## config.mk

```make
export PLATFORM = sky130hd
export DESIGN_NAME = controle_bomba
export DESIGN_NICKNAME = d
export VERILOG_FILES = /design/src/rtl/controle_bomba.sv
export SDC_FILE = /design/constraint.sdc
export NUM_CORES = 1
export LEC_CHECK = 0
export BUFFER_PORTS_ARGS = -buffer_cell sky130_fd_sc_hd__buf_4
export CAP_MARGIN = 10
export CORE_MARGIN = 5
export CORE_UTILIZATION = 30
export DETAILED_ROUTE_END_ITERATION = 7
export GPL_TIMING_DRIVEN = 0
export PLACE_DENSITY = 0.54
export SYNTH_ARGS = -nofsm -noshare
export SYNTH_HDL_FRONTEND = slang
export SYNTH_SLANG_ARGS = --single-unit
```

## constraint.sdc

```tcl
create_clock -name CLOCK -period 2.1 [get_ports CLOCK]
set_input_delay 0.105 -clock CLOCK [delete_from_list [all_inputs] [get_ports CLOCK]]
set_output_delay 0.105 -clock CLOCK [all_outputs]
set_load 0.05 [all_outputs]
```

## src/rtl/controle_bomba.sv

```systemverilog
// Time-bomb game sequencer: arms on a button edge, counts seconds down, defuses on a code edge,
// and drives the explosion animator with step strobes once the count reaches zero.
module controle_bomba #(
  parameter int TICK_DIV = 50_000_000,
  parameter int ANIM_DIV = 6_250_000
) (
  input  logic        CLOCK,
  input  logic        RESET,
  input  logic        ARMAR,
  input  logic        CODIGO_OK,
  input  logic [13:0] TEMPO_INICIAL,
  input  logic [55:0] CONTAGEM_HEX,
  input  logic [55:0] EXPLOSAO_HEX,
  input  logic [17:0] EXPLOSAO_LEDR,
  output logic [13:0] SEGUNDOS,
  output logic        TICK_SEG,
  output logic        TEMPO_ACABOU,
  output logic [1:0]  ESTADO,
  output logic [55:0] HEX,
  output logic [17:0] LEDR
);

  typedef enum logic [1:0] {
    OCIOSO     = 2'd0,
    CONTANDO   = 2'd1,
    EXPLODINDO = 2'd2,
    DESARMADO  = 2'd3
  } estado_t;

  localparam int TW = $clog2(TICK_DIV);
  localparam int AW = $clog2(ANIM_DIV);
  localparam logic [TW-1:0] TICK_MAX = TW'(TICK_DIV - 1);
  localparam logic [AW-1:0] ANIM_MAX = AW'(ANIM_DIV - 1);
  localparam logic [13:0]   SEG_MAX  = 14'd9999;

  estado_t       state_q;
  estado_t       state_d;
  logic          armar_q;
  logic          ok_q;
  logic [TW-1:0] tick_cnt;
  logic [AW-1:0] anim_cnt;
  logic [13:0]   segundos_q;
  logic          tick_seg_q;
  logic          tempo_acabou_q;
  logic [55:0]   hex_q;
  logic [17:0]   ledr_q;
  logic [55:0]   hex_sel;
  logic [17:0]   ledr_sel;

  logic        arm_ev;
  logic        ok_ev;
  logic        arm_valido;
  logic        tick_wrap;
  logic        anim_wrap;
  logic        do_tick;
  logic [13:0] tempo_clamp;

  // History flops reset high so a level already asserted at reset release never counts as an edge.
  assign arm_ev      = ARMAR & ~armar_q;
  assign ok_ev       = CODIGO_OK & ~ok_q;
  assign arm_valido  = arm_ev && (TEMPO_INICIAL != 14'd0) && (state_q != CONTANDO);
  assign tempo_clamp = (TEMPO_INICIAL > SEG_MAX) ? SEG_MAX : TEMPO_INICIAL;
  assign tick_wrap   = (state_q == CONTANDO) && (tick_cnt == TICK_MAX);
  assign anim_wrap   = (state_q == EXPLODINDO) && (anim_cnt == ANIM_MAX);
  // A coincident code edge wins over the second tick.
  assign do_tick     = tick_wrap && !ok_ev && (segundos_q != 14'd0);

  always_ff @(posedge CLOCK) begin
    if (RESET) begin
      state_q <= OCIOSO;
    end else begin
      state_q <= state_d;
    end
  end

  always_comb begin
    state_d = state_q;
    if (arm_valido) begin
      state_d = CONTANDO;
    end else begin
      case (state_q)
        CONTANDO: begin
          if (ok_ev) begin
            state_d = DESARMADO;
          end else if (do_tick && (segundos_q == 14'd1)) begin
            state_d = EXPLODINDO;
          end
        end
        default: state_d = state_q;
      endcase
    end
  end

  always_comb begin
    hex_sel  = CONTAGEM_HEX;
    ledr_sel = 18'd0;
    case (state_q)
      EXPLODINDO: begin
        hex_sel  = EXPLOSAO_HEX;
        ledr_sel = EXPLOSAO_LEDR;
      end
      DESARMADO: ledr_sel = 18'h3FFFF;
      default: ;
    endcase
  end

  always_ff @(posedge CLOCK) begin
    if (RESET) begin
      armar_q        <= 1'b1;
      ok_q           <= 1'b1;
      tick_cnt       <= '0;
      anim_cnt       <= '0;
      segundos_q     <= 14'd0;
      tick_seg_q     <= 1'b0;
      tempo_acabou_q <= 1'b0;
      hex_q          <= {56{1'b1}};
      ledr_q         <= 18'd0;
    end else begin
      armar_q        <= ARMAR;
      ok_q           <= CODIGO_OK;
      tick_seg_q     <= 1'b0;
      tempo_acabou_q <= 1'b0;
      hex_q          <= hex_sel;
      ledr_q         <= ledr_sel;
      if (arm_valido) begin
        segundos_q <= tempo_clamp;
        tick_cnt   <= '0;
        anim_cnt   <= '0;
      end else begin
        case (state_q)
          CONTANDO: begin
            if (!ok_ev) begin
              tick_cnt <= tick_wrap ? '0 : tick_cnt + TW'(1);
              if (do_tick) begin
                segundos_q <= segundos_q - 14'd1;
                tick_seg_q <= 1'b1;
              end
            end
          end
          EXPLODINDO: begin
            anim_cnt       <= anim_wrap ? '0 : anim_cnt + AW'(1);
            tempo_acabou_q <= anim_wrap;
            segundos_q     <= 14'd0;
          end
          default: ;
        endcase
      end
    end
  end

  assign ESTADO       = state_q;
  assign SEGUNDOS     = segundos_q;
  assign TICK_SEG     = tick_seg_q;
  assign TEMPO_ACABOU = tempo_acabou_q;
  assign HEX          = hex_q;
  assign LEDR         = ledr_q;

endmodule

```

After elaboration in Yosys (flattened, before gate mapping)
Index checks and enable logic that the tools add are counted.
{"block": "classes", "n_eq_ne": 9, "n_bitwise": 7, "n_lt_le_gt_ge": 1, "mux": 14, "addsub": 3, "n_reduce_logical": 21}
{"operator": "$mux W14", "n": 4}
{"operator": "$mux W56", "n": 1}
{"operator": "$pmux W18 S2", "n": 1}
{"operator": "$pmux W14 S2", "n": 1}
{"operator": "$reduce_bool A14 Y1", "n": 2}
{"operator": "$add A26 B1 Y26 const B", "n": 1}
{"operator": "$eq A26 B26 Y1 const B", "n": 1}
{"operator": "$mux W26", "n": 1}
{"operator": "$add A23 B1 Y23 const B", "n": 1}
{"operator": "$eq A23 B23 Y1 const B", "n": 1}
{"operator": "$mux W23", "n": 1}
{"operator": "$eq A14 B1 Y1 const B", "n": 1}
{"operator": "$gt A14 B14 Y1 const B", "n": 1}
{"operator": "$sub A14 B1 Y14 const B", "n": 1}
{"operator": "$logic_and A1 B1 Y1", "n": 7}
{"operator": "$ne A3 B3 Y1 const B", "n": 2}
{"operator": "$reduce_and A2 Y1", "n": 3}
{"operator": "$reduce_bool A3 Y1", "n": 2}
{"operator": "$not A1 Y1", "n": 5}
{"operator": "$eq A2 B2 Y1 const B", "n": 2}
{"operator": "$mux W2", "n": 2}
{"operator": "$reduce_bool A2 Y1", "n": 2}
{"operator": "$reduce_or A4 Y1", "n": 1}
{"operator": "$mux W1", "n": 3}
{"operator": "other kinds (7)", "n": 8}
{"block": "totals", "word_cells": 66, "in_bits": 148, "reg_bits": 143}

Logic depth before layout (Yosys ltp)
Gate-level depths: netlist (run 1).
{"block": "depth", "depth_word": 10, "ltp_mapped": 9, "mapped_depth_nobuf": 7}

Least setup slack after synthesis (run 1)
No wires, ideal clock.
{"block": "synth_timing", "path_type": "register to register", "startpoint": "register segundos_q[6] (netlist: SEGUNDOS[6])", "endpoint": "register segundos_q[11] (netlist: SEGUNDOS[11])", "path_stages_with_launch": 8, "arrival_ns": 2.440, "slack_ns": -0.471, "setup_time_ns": 0.130, "cell_sequence": "dfxtp_1 > or3_4 > or4b_4 > o2111a_2 > or3_4 > buf_6 > a21oi_1 > nor3_1"}
{"block": "synth_between", "elab_chain_len": 5, "word_cells_on_any_way": 9}
{"item": "start: declaration", "line_no": "42", "source": "logic [13:0] segundos_q;"}
{"item": "start signal: assignment", "line_no": "126", "source": "segundos_q <= tempo_clamp;"}
{"item": "start signal: assignment", "line_no": "135", "source": "segundos_q <= segundos_q - 14'd1;"}
{"item": "$sub A14 B1 Y14", "line_no": "135"}
{"item": "$mux W14", "line_no": "134", "source": "if (do_tick) begin"}
{"item": "$mux W14", "line_no": "132", "source": "if (!ok_ev) begin"}
{"item": "$pmux W14 S2", "line_no": "130", "source": "case (state_q)"}
{"item": "$mux W14", "line_no": "125", "source": "if (arm_valido) begin"}
Parallel ways exist; a longest one is shown, timed or not. The select of a mux whose other input is x is not followed.
A chain may end at the register's enable or synchronous reset.

Worst setup path after layout (run 1)
{"block": "layout_timing", "startpoint": "register segundos_q[7] (netlist: SEGUNDOS[7])", "endpoint": "register segundos_q[8] (netlist: SEGUNDOS[8])"}
Same word-level chain as after synthesis.

==> results.yml, run 1 <==
floorplan:
  chipHeight_microns: 150
  dieWidth_microns: 150
  boundaryPins: 240
  dieArea_sq_um: 22400
  start_util_pct: 30.2
  rows: 51
  core_area_sq_um: 19300
global_route:
  grt_pass1_wl_microns: 32900
  first_global_vias: 6203
  met3_usage_pct: 4.69
  antenna_found_initial: 0
  grt.busiest_layer: "met2"
  gr-usage-met2_pct: 30.2
  grt_max_degree: 17
  overflow: 0
  grtUsageTotal_pct: 18.6
  met1_usage_pct: 24.1
sta:
  grt_setup_unrepaired: "yes"
  clock_skew_ns: 0.0129
  drv_slew: 0
  worstMarginPinSlew_ns: 0.633
  setup_viol: 24
  period_share_pct: 114
  final.min_clock_period_ns: 2.40
  maxSlewHeadroom_pct: 57.8
  final_hold_viol_count: 0
  max_freq_mhz: 417
  layout_setup_ws_ns: -0.298
finish:
  final_cell_mix: "buf_4, nand2_1, dfxtp_1, dlygate4sd3_1, nor2_1"
  final_common_cell: "buf_4"
  final_core_util_pct: 52.6
  drive_gt1_share_pct: 28.2
  final_cells: 1413
  finalInstanceArea_sq_um: 10200
  syn_to_final_growth_pct: 73.9
  fin_nets: 1288
place:
  port_buffers: 237
  postPlaceCellArea_sq_um: 7980
  place_inst: 1241
  dp.final_hpwl_microns: 15000
  place_congestion: 0.826
yosys:
  synth_seq_cells: 143
  synth.distinct_cells: 42
  synth_top_area_share_pct: 49.0
  synth-seq-area-share_pct: 49.0
  syn_area_sq_um: 5850
  yosysWarnings: 0
  synth_flop_cell: "dfxtp_1"
  syn_nets: 892
  synth_area_leaders: "dfxtp_1, nand2_1, nor2_1, nand3_1, xnor2_1"
  avgSynthCellArea_sq_um: 7.91
  synth_top_area_cell: "dfxtp_1"
  netlist_instances: 739
  synthArstFlopShare_pct: 0
  synth_edf_count: 0
cts:
  htreeDepth: 4
  clockBufferDepth: 2
  cts_buffers: 17
  clk_pin_slew_worst_paths_ns: 0.06
  cts_tree: "yes"
  clk_latency_ns: 0.42
  cts-root-buf: "clkbuf_16"
  cts_sinks: 143
drt:
  drtIter0Drc: 332
  wl_per_cell_microns: 15.3
  vias_per_cell: 4.60
  antenna_left: 0
  drc: 0
  dr.pass1.iters: 5
  drt_wl_total_microns: 21600
  vias: 6498
run_status:
  violations: "negative setup slack"
  status: "finished, violations left"
worst_setup_path:
  path_max_fanout: 4
  endpoint_kind: "flop"
  path_class: "reg -> reg"
  worstPathRequired_ns: 2.38
  worstPathArrival_ns: 2.68
  startpoint_type: "flop"
pwr:
  leakage_nw: 4.29
  vdd_drop_max_uv: 528
  powerDensity_nw_per_um2: 698
worst_hold_path:
  hold_class: "in -> reg"
run:
  cap_violations: 0
==> kinds of logic after synthesis <==
logic type	after synthesis	synth area share, %
and+or+nand+nor	457	35.5
DFF	143	49.0
buffers and inverters	48	3.23
xor gates and xnor gates	47	7.04
AOI/OAI and AO/OA	39	4.19
adders and majority gates	5	1.07
==> through the flow <==
step           hold WS (ns)  total power, mW  setup slack (ns)  setup TNS, ns
2_1_floorplan         0.212             3.47            -0.287          -2.90
3_3_place_gp          0.308             3.92            -0.418         -18.20
3_5_place_dp          0.309             3.92            -0.359         -16.80
4_1_cts             0.00820             7.15            -0.283          -3.54
5_1_grt              0.0438             7.40            -0.347          -7.13
6_report             0.0177             7.10            -0.298          -3.60
==> routing by layer <==
metal / vias to the layer above / routed length, microns
met2: 233 / 10200
met5: - / 0
met4: 0 / 551
met1: 2967 / 9310
li1: 3261 / -
met3: 37 / 1570
==> path summary, 6_finish.rpt <==
| check | start | end | slack [ns] | depth (start not counted) |
|---|---|---|---|---|
| min | TEMPO_INICIAL[4] | SEGUNDOS[4]$_SDFFE_PP0P_ | 0.02 | 3 |
| max | SEGUNDOS[7]$_SDFFE_PP0P_ | SEGUNDOS[8]$_SDFFE_PP0P_ | -0.30 | 7 |
| max reg2reg | SEGUNDOS[7]$_SDFFE_PP0P_ | SEGUNDOS[8]$_SDFFE_PP0P_ | -0.30 | 7 |
| min reg2reg | anim_cnt[1]$_SDFFE_PP0P_ | anim_cnt[1]$_SDFFE_PP0P_ | 0.47 | 2 |
==> where the power goes <==
| part | total (mW) | internal [mW] | switching (mW) |
|---|---|---|---|
| logic | 1.30 | 0.612 | 0.685 |
| clock network | 2.95 | 1.83 | 1.12 |
| registers | 2.85 | 2.80 | 0.0550 |
| total | 7.10 | 5.24 | 1.86 |
==> critical path: stages, from the launching register on <==
cell	delay [ns]
dfxtp_4	0.34
or3_4	0.39
or4b_4	0.50
o2111a_2	0.31
or3_4	0.39
buf_6	0.15
a21oi_2	0.11
a211oi_1	0.06
==> layout make-up <==
cell class | instances | area [sq um]
antenna | 1 | 2.50
buffer | 33 | 183
clock buffer | 25 | 485
clock inverter | 6 | 81.3
fill | 1797 | 9170
inverter | 14 | 52.6
multi-input combinational | 548 | 2960
sequential | 143 | 2880
tap | 265 | 332
timing repair buffer | 378 | 3190
==> synth_stat cells, types with 5 or more instances <==
| cell type | number |
|---|---|
| ha_1 | 5 |
| dfxtp_1 | 143 |
| and3_1 | 6 |
| inv_1 | 13 |
| nor4_1 | 14 |
| a21oi_1 | 18 |
| nand4_1 | 16 |
| nand2_1 | 148 |
| clkbuf_1 | 25 |
| nand3_1 | 79 |
| xnor2_1 | 28 |
| nor3_1 | 28 |
| buf_1 | 7 |
| o21ai_0 | 5 |
| nor2_1 | 131 |
| xor2_1 | 19 |
==> state kept, by name, indices dropped and copies added, names as in the netlist <==
| name | flops |
|---|---|
| ok_q | 1 |
| SEGUNDOS | 14 |
| ESTADO | 2 |
| TICK_SEG | 1 |
| anim_cnt | 23 |
| HEX | 56 |
| LEDR | 18 |
| TEMPO_ACABOU | 1 |
| armar_q | 1 |
| tick_cnt | 26 |
==> timing repair <==
| action | in CTS | in global routing |
|---|---|---|
| buffers inserted | 6 | 2 |
| gates resized for setup | 38 | 23 |
| setup endpoints to repair | 81 | 89 |
| hold buffers | 132 | 0 |
| pin swaps | 6 | 7 |
| gates cloned | 1 | 0 |
| hold endpoints to repair | 76 | 0 |
Note: power is estimated with default switching activity, not from simulation.
==> inputs of run 2 (changes only) <==
HOLD_SLACK_MARGIN = 0.1   (was not set)
==> run 2 against run 1 <==
  * The flow still finishes with violations (negative setup slack)
  * Die area is the same
  * Register-to-register slack barely moved
  * Cell count rose by 0.71%
==> results.yml, run 2 (synthesis results as in run 1) <==
run_status:
  status: "finished, violations left"
  violations: "negative setup slack"
drt:
  drc: 0
  antenna_left: 0
  dr.pass1.iters: 5
  drt_wl_total_microns: 21600
  vias_per_cell: 4.58
  wl_per_cell_microns: 15.2
  vias: 6520
  drtIter0Drc: 331
cts:
  cts_tree: "yes"
  clockBufferDepth: 2
  cts_sinks: 143
  cts_buffers: 17
  cts-root-buf: "clkbuf_16"
  htreeDepth: 4
  clk_pin_slew_worst_paths_ns: 0.06
  clk_latency_ns: 0.42
finish:
  final_common_cell: "buf_4"
  finalInstanceArea_sq_um: 10300
  syn_to_final_growth_pct: 75.7
  final_core_util_pct: 53.1
  largest_register_ffs: 56
  final_cells: 1423
  fin_nets: 1298
  drive_gt1_share_pct: 28.2
  final_cell_mix: "buf_4, nand2_1, dlygate4sd3_1, dfxtp_1, nor2_1"
worst_setup_path:
  path_class: "reg -> reg"
  worstPathArrival_ns: 2.67
  endpoint_kind: "flop"
  slowest_delay_ns: 0.50
  worstPathRequired_ns: 2.38
  path_cells: "or3_4 > or4b_4 > o2111a_2 > or3_4 > buf_6 > a21oi_2 > a211oi_1"
  slowest_stage: "or4b_4"
  path_buf_inv: 1
  crit_family: "simple AND/OR/NAND/NOR gates"
  cpMostUsedCell: "or3_4"
  startpoint_type: "flop"
  path_max_fanout: 4
place:
  place_inst: 1241
  postPlaceCellArea_sq_um: 7980
  place_congestion: 0.826
  port_buffers: 237
  place_ws_ns: -0.359
  dp.final_hpwl_microns: 15000
sta:
  period_share_pct: 114
  maxSlewHeadroom_pct: 57.4
  tns_ns: -3.35
  max_freq_mhz: 418
  drv_slew: 0
  setup_viol: 14
  grt_setup_unrepaired: "yes"
  layout_setup_ws_ns: -0.294
  clock_skew_ns: 0.0121
  worstMarginPinSlew_ns: 0.638
  final.min_clock_period_ns: 2.39
  final_hold_viol_count: 0
pwr:
  powerDensity_nw_per_um2: 692
  leakage_nw: 4.33
  vdd_drop_max_uv: 528
global_route:
  grt_max_degree: 17
  overflow: 0
  antenna_found_initial: 0
  grt_pass1_wl_microns: 32900
  grtUsageTotal_pct: 18.6
  first_global_vias: 6208
worst_hold_path:
  hold_class: "in -> reg"
run:
  cap_violations: 0
floorplan:
  chipHeight_microns: 150
  dieArea_sq_um: 22400
  rows: 51
  start_util_pct: 30.2
  dieWidth_microns: 150
  core_area_sq_um: 19300
  boundaryPins: 240
-- run 2: cell types whose count changed in the layout (fill, tap and decap cells not counted), sizes merged --
| cell | previous run | this run |
|---|---|---|
| clkbuf | 51 | 47 |
| buf | 253 | 259 |
| dlygate4sd3 | 132 | 140 |
-- run 2: power by group --
group | internal (mW) | switching [mW] | leakage (nW) | total (mW)
Sequential | 2.80 | 0.0551 | 1.17 | 2.85
Clock | 1.83 | 1.11 | 0.281 | 2.94
Combinational | 0.622 | 0.688 | 2.88 | 1.31
Total | 5.25 | 1.86 | 4.33 | 7.11
-- run 2: path summary, 6_finish.rpt --
kind / from / to / slack (ns) / cells past startpoint
worst max register to register: SEGUNDOS[7]$_SDFFE_PP0P_ / SEGUNDOS[8]$_SDFFE_PP0P_ / -0.29 / 7
worst min register to register: anim_cnt[1]$_SDFFE_PP0P_ / anim_cnt[1]$_SDFFE_PP0P_ / 0.47 / 2
worst min-delay path: TEMPO_INICIAL[1] / SEGUNDOS[1]$_SDFFE_PP0P_ / 0.14 / 5
worst max-delay path: SEGUNDOS[7]$_SDFFE_PP0P_ / SEGUNDOS[8]$_SDFFE_PP0P_ / -0.29 / 7
-- run 2: metal layers --
layer / up-vias / track usage, % / routed length [microns]
met1: 2973 / 24.0 / 9330
li1: 3279 / - / -
met4: 0 / 6.73 / 538
met5: - / 0 / 0
met2: 231 / 30.3 / 10200
met3: 37 / 4.72 / 1560
-- run 2: worst reg2reg max path: stages (launching register included) --
cell and delay (ns):
dfxtp_4 0.34, or3_4 0.39, or4b_4 0.50, o2111a_2 0.31, or3_4 0.39, buf_6 0.15
a21oi_2 0.11, a211oi_1 0.06
-- run 2: what timing repair did --
item | 4_1_cts | 5_1_grt
hold buffers | 140 | 0
buffers inserted | 6 | 5
cloned | 1 | 0
gates resized for setup | 38 | 25
endpoints found under the hold margin | 84 | 0
setup endpoints to repair | 81 | 89
pin swaps | 6 | 6
-- run 2: layout make-up --
type / instances / area [sq um]
Antenna cell: 1 / 2.50
Fill cell: 1788 / 9060
Timing Repair Buffer: 389 / 3290
Clock inverter: 6 / 81.3
Multi-Input combinational cell: 548 / 2960
Clock buffer: 25 / 485
Tap cell: 265 / 332
Sequential cell: 143 / 2880
Buffer: 32 / 180
Inverter: 14 / 52.6
-- run 2: metrics by stage --
step	power, mW	hold slack [ns]
after global placement	3.92	0.308
final	7.11	0.137
after detailed placement	3.92	0.309
after global routing	7.41	0.193
after floorplan	3.47	0.212
after CTS	7.16	0.116
==> inputs of run 3 (changes only) <==
CORE_UTILIZATION = 43   (was 30)
PLACE_DENSITY = 0.73   (was 0.54)
==> run 3 against run 2 <==
  * The run still ends with negative setup slack left
  * First-iteration DRC count grew 46%
  * Utilization is 23 points higher
  * Worst setup slack worse by 0.027 ns
  * Non-clock buffer count up 1
  * Total power rose by 1.7%
  * Clock power up 3%
  * Critical endpoint is now SEGUNDOS[13]$_SDFFE_PP0P_
  * Largest power group unchanged
==> results.yml, run 3 (synthesis results as in run 1) <==
sta:
  max_freq_mhz: 413
  drv_slew: 0
  final.min_clock_period_ns: 2.42
  final_hold_viol_count: 0
  grt_setup_unrepaired: "yes"
  setup_viol: 15
  period_share_pct: 115
  worstMarginPinSlew_ns: 0.637
  tns_ns: -3.65
  maxSlewHeadroom_pct: 57.5
  clock_skew_ns: 0.0119
  layout_setup_ws_ns: -0.320
finish:
  final_common_cell: "buf_4"
  multi_input_area_sq_um: 2950
  seq_area_sq_um: 2880
  final_cell_mix: "buf_4, nand2_1, dlygate4sd3_1, dfxtp_1, nor2_1"
  final_cells: 1336
  drive_gt1_share_pct: 28.7
  largest_register_ffs: 56
  syn_to_final_growth_pct: 74.2
  fin_nets: 1299
  n_fill_cell: 846
place:
  dp.final_hpwl_microns: 14500
  port_buffers: 237
  place_inst: 1152
  place_congestion: 0.867
pwr:
  sw_frac_of_total_pct: 28.3
  power_switching_mw: 2.04
  powerDensity_nw_per_um2: 710
  sequentialPowerShare_pct: 39.5
  leakage_nw: 4.31
  p_clk_share_pct: 41.7
  vdd_drop_max_uv: 561
  p_int_mw: 5.18
  combPwrFrac_pct: 18.8
global_route:
  grt_max_degree: 17
  grtUsageTotal_pct: 29.7
  overflow: 0
  antenna_found_initial: 0
  first_global_vias: 7168
  grt_pass1_wl_microns: 37800
floorplan:
  dieArea_sq_um: 16000
  start_util_pct: 44.0
  core_area_sq_um: 13300
  dieWidth_microns: 127
  chipHeight_microns: 127
  rows: 42
  boundaryPins: 240
run_status:
  violations: "negative setup slack"
  status: "finished, violations left"
cts:
  htreeDepth: 4
  cts-root-buf: "clkbuf_16"
  clk_latency_ns: 0.42
  clk_pin_slew_worst_paths_ns: 0.07
  cts_tree: "yes"
  clockBufferDepth: 2
  cts_buffers: 17
  cts_sinks: 143
drt:
  drc: 0
  drtIter0Drc: 484
  wl_per_cell_microns: 18.6
  drt_wl_total_microns: 24800
  vias: 7128
  antenna_left: 0
  vias_per_cell: 5.34
  dr.pass1.iters: 5
worst_setup_path:
  path_class: "reg -> reg"
  endpoint_kind: "flop"
  worstPathRequired_ns: 2.39
  worstPathArrival_ns: 2.71
  path_max_fanout: 5
  startpoint_type: "flop"
run:
  cap_violations: 0
worst_hold_path:
  hold_class: "in -> reg"
[run 3: area by class of cell]
| cell class | count | share of cell area (%) |
|---|---|---|
| timing repair buffer | 388 | 32.2 |
| multi-input combinational | 548 | 29.0 |
| sequential | 143 | 28.3 |
| clock buffer | 17 | 4.18 |
| tap | 176 | 2.16 |
| buffer | 34 | 1.97 |
| clock inverter | 15 | 1.60 |
| inverter | 14 | 0.516 |
| antenna | 1 | 0.0246 |
[run 3: power by group through the flow]
| stage | combinational [mW] | sequential, mW | clock (mW) |
|---|---|---|---|
| floorplan | 0.296 | 3.18 | 0 |
| global placement | 1.00 | 2.90 | 0 |
| detailed placement | 1.01 | 2.90 | 0 |
| CTS | 1.28 | 2.84 | 3.03 |
| global route | 1.42 | 2.86 | 3.18 |
| finish | 1.36 | 2.85 | 3.02 |
[run 3: what timing repair did]
action,4_1_cts,5_1_grt
hold buffers,140,0
endpoints found under the setup margin,61,103
pin swaps,3,7
buffers inserted,8,2
resized for setup,36,33
endpoints found under the hold margin,84,0
cloned,1,0
[run 3: through the flow]
stage               util [%]  worst slack [ns]  hold slack [ns]  area (sq um)  total power, mW
floorplan                  -            -0.287            0.212          5870             3.47
global placement        59.2            -0.364            0.306          7870             3.90
detailed placement      59.2            -0.367            0.313          7870             3.91
CTS                     75.8            -0.288            0.126         10100             7.16
global route            76.6            -0.355            0.157         10200             7.46
finish                  76.6            -0.320            0.131         10200             7.23
[run 3: final timing paths]
| kind | startpoint | end | slack (ns) | cells after the start |
|---|---|---|---|---|
| setup reg to reg | SEGUNDOS[7]$_SDFFE_PP0P_ | SEGUNDOS[13]$_SDFFE_PP0P_ | -0.32 | 7 |
| hold reg to reg | anim_cnt[1]$_SDFFE_PP0P_ | anim_cnt[1]$_SDFFE_PP0P_ | 0.47 | 2 |
| setup / recovery | SEGUNDOS[7]$_SDFFE_PP0P_ | SEGUNDOS[13]$_SDFFE_PP0P_ | -0.32 | 7 |
| hold / removal | TEMPO_INICIAL[1] | SEGUNDOS[1]$_SDFFE_PP0P_ | 0.13 | 5 |
[run 3: worst max-delay path, stage by stage, from the launching register on]
cell,delay (ns)
dfxtp_4,0.34
or3_4,0.39
or4b_4,0.51
o2111a_2,0.31
or3_4,0.40
buf_8,0.16
a21oi_2,0.12
nor3_1,0.06
[run 3: per-layer routing]
metal  share of wire [%]  up-vias  GRT usage [%]
li1                    -     3295              -
met1                  37     3318           33.3
met2                  49      413           52.1
met3                 8.6      102           6.73
met4                 5.4        0           16.3
met5                   0        -              0
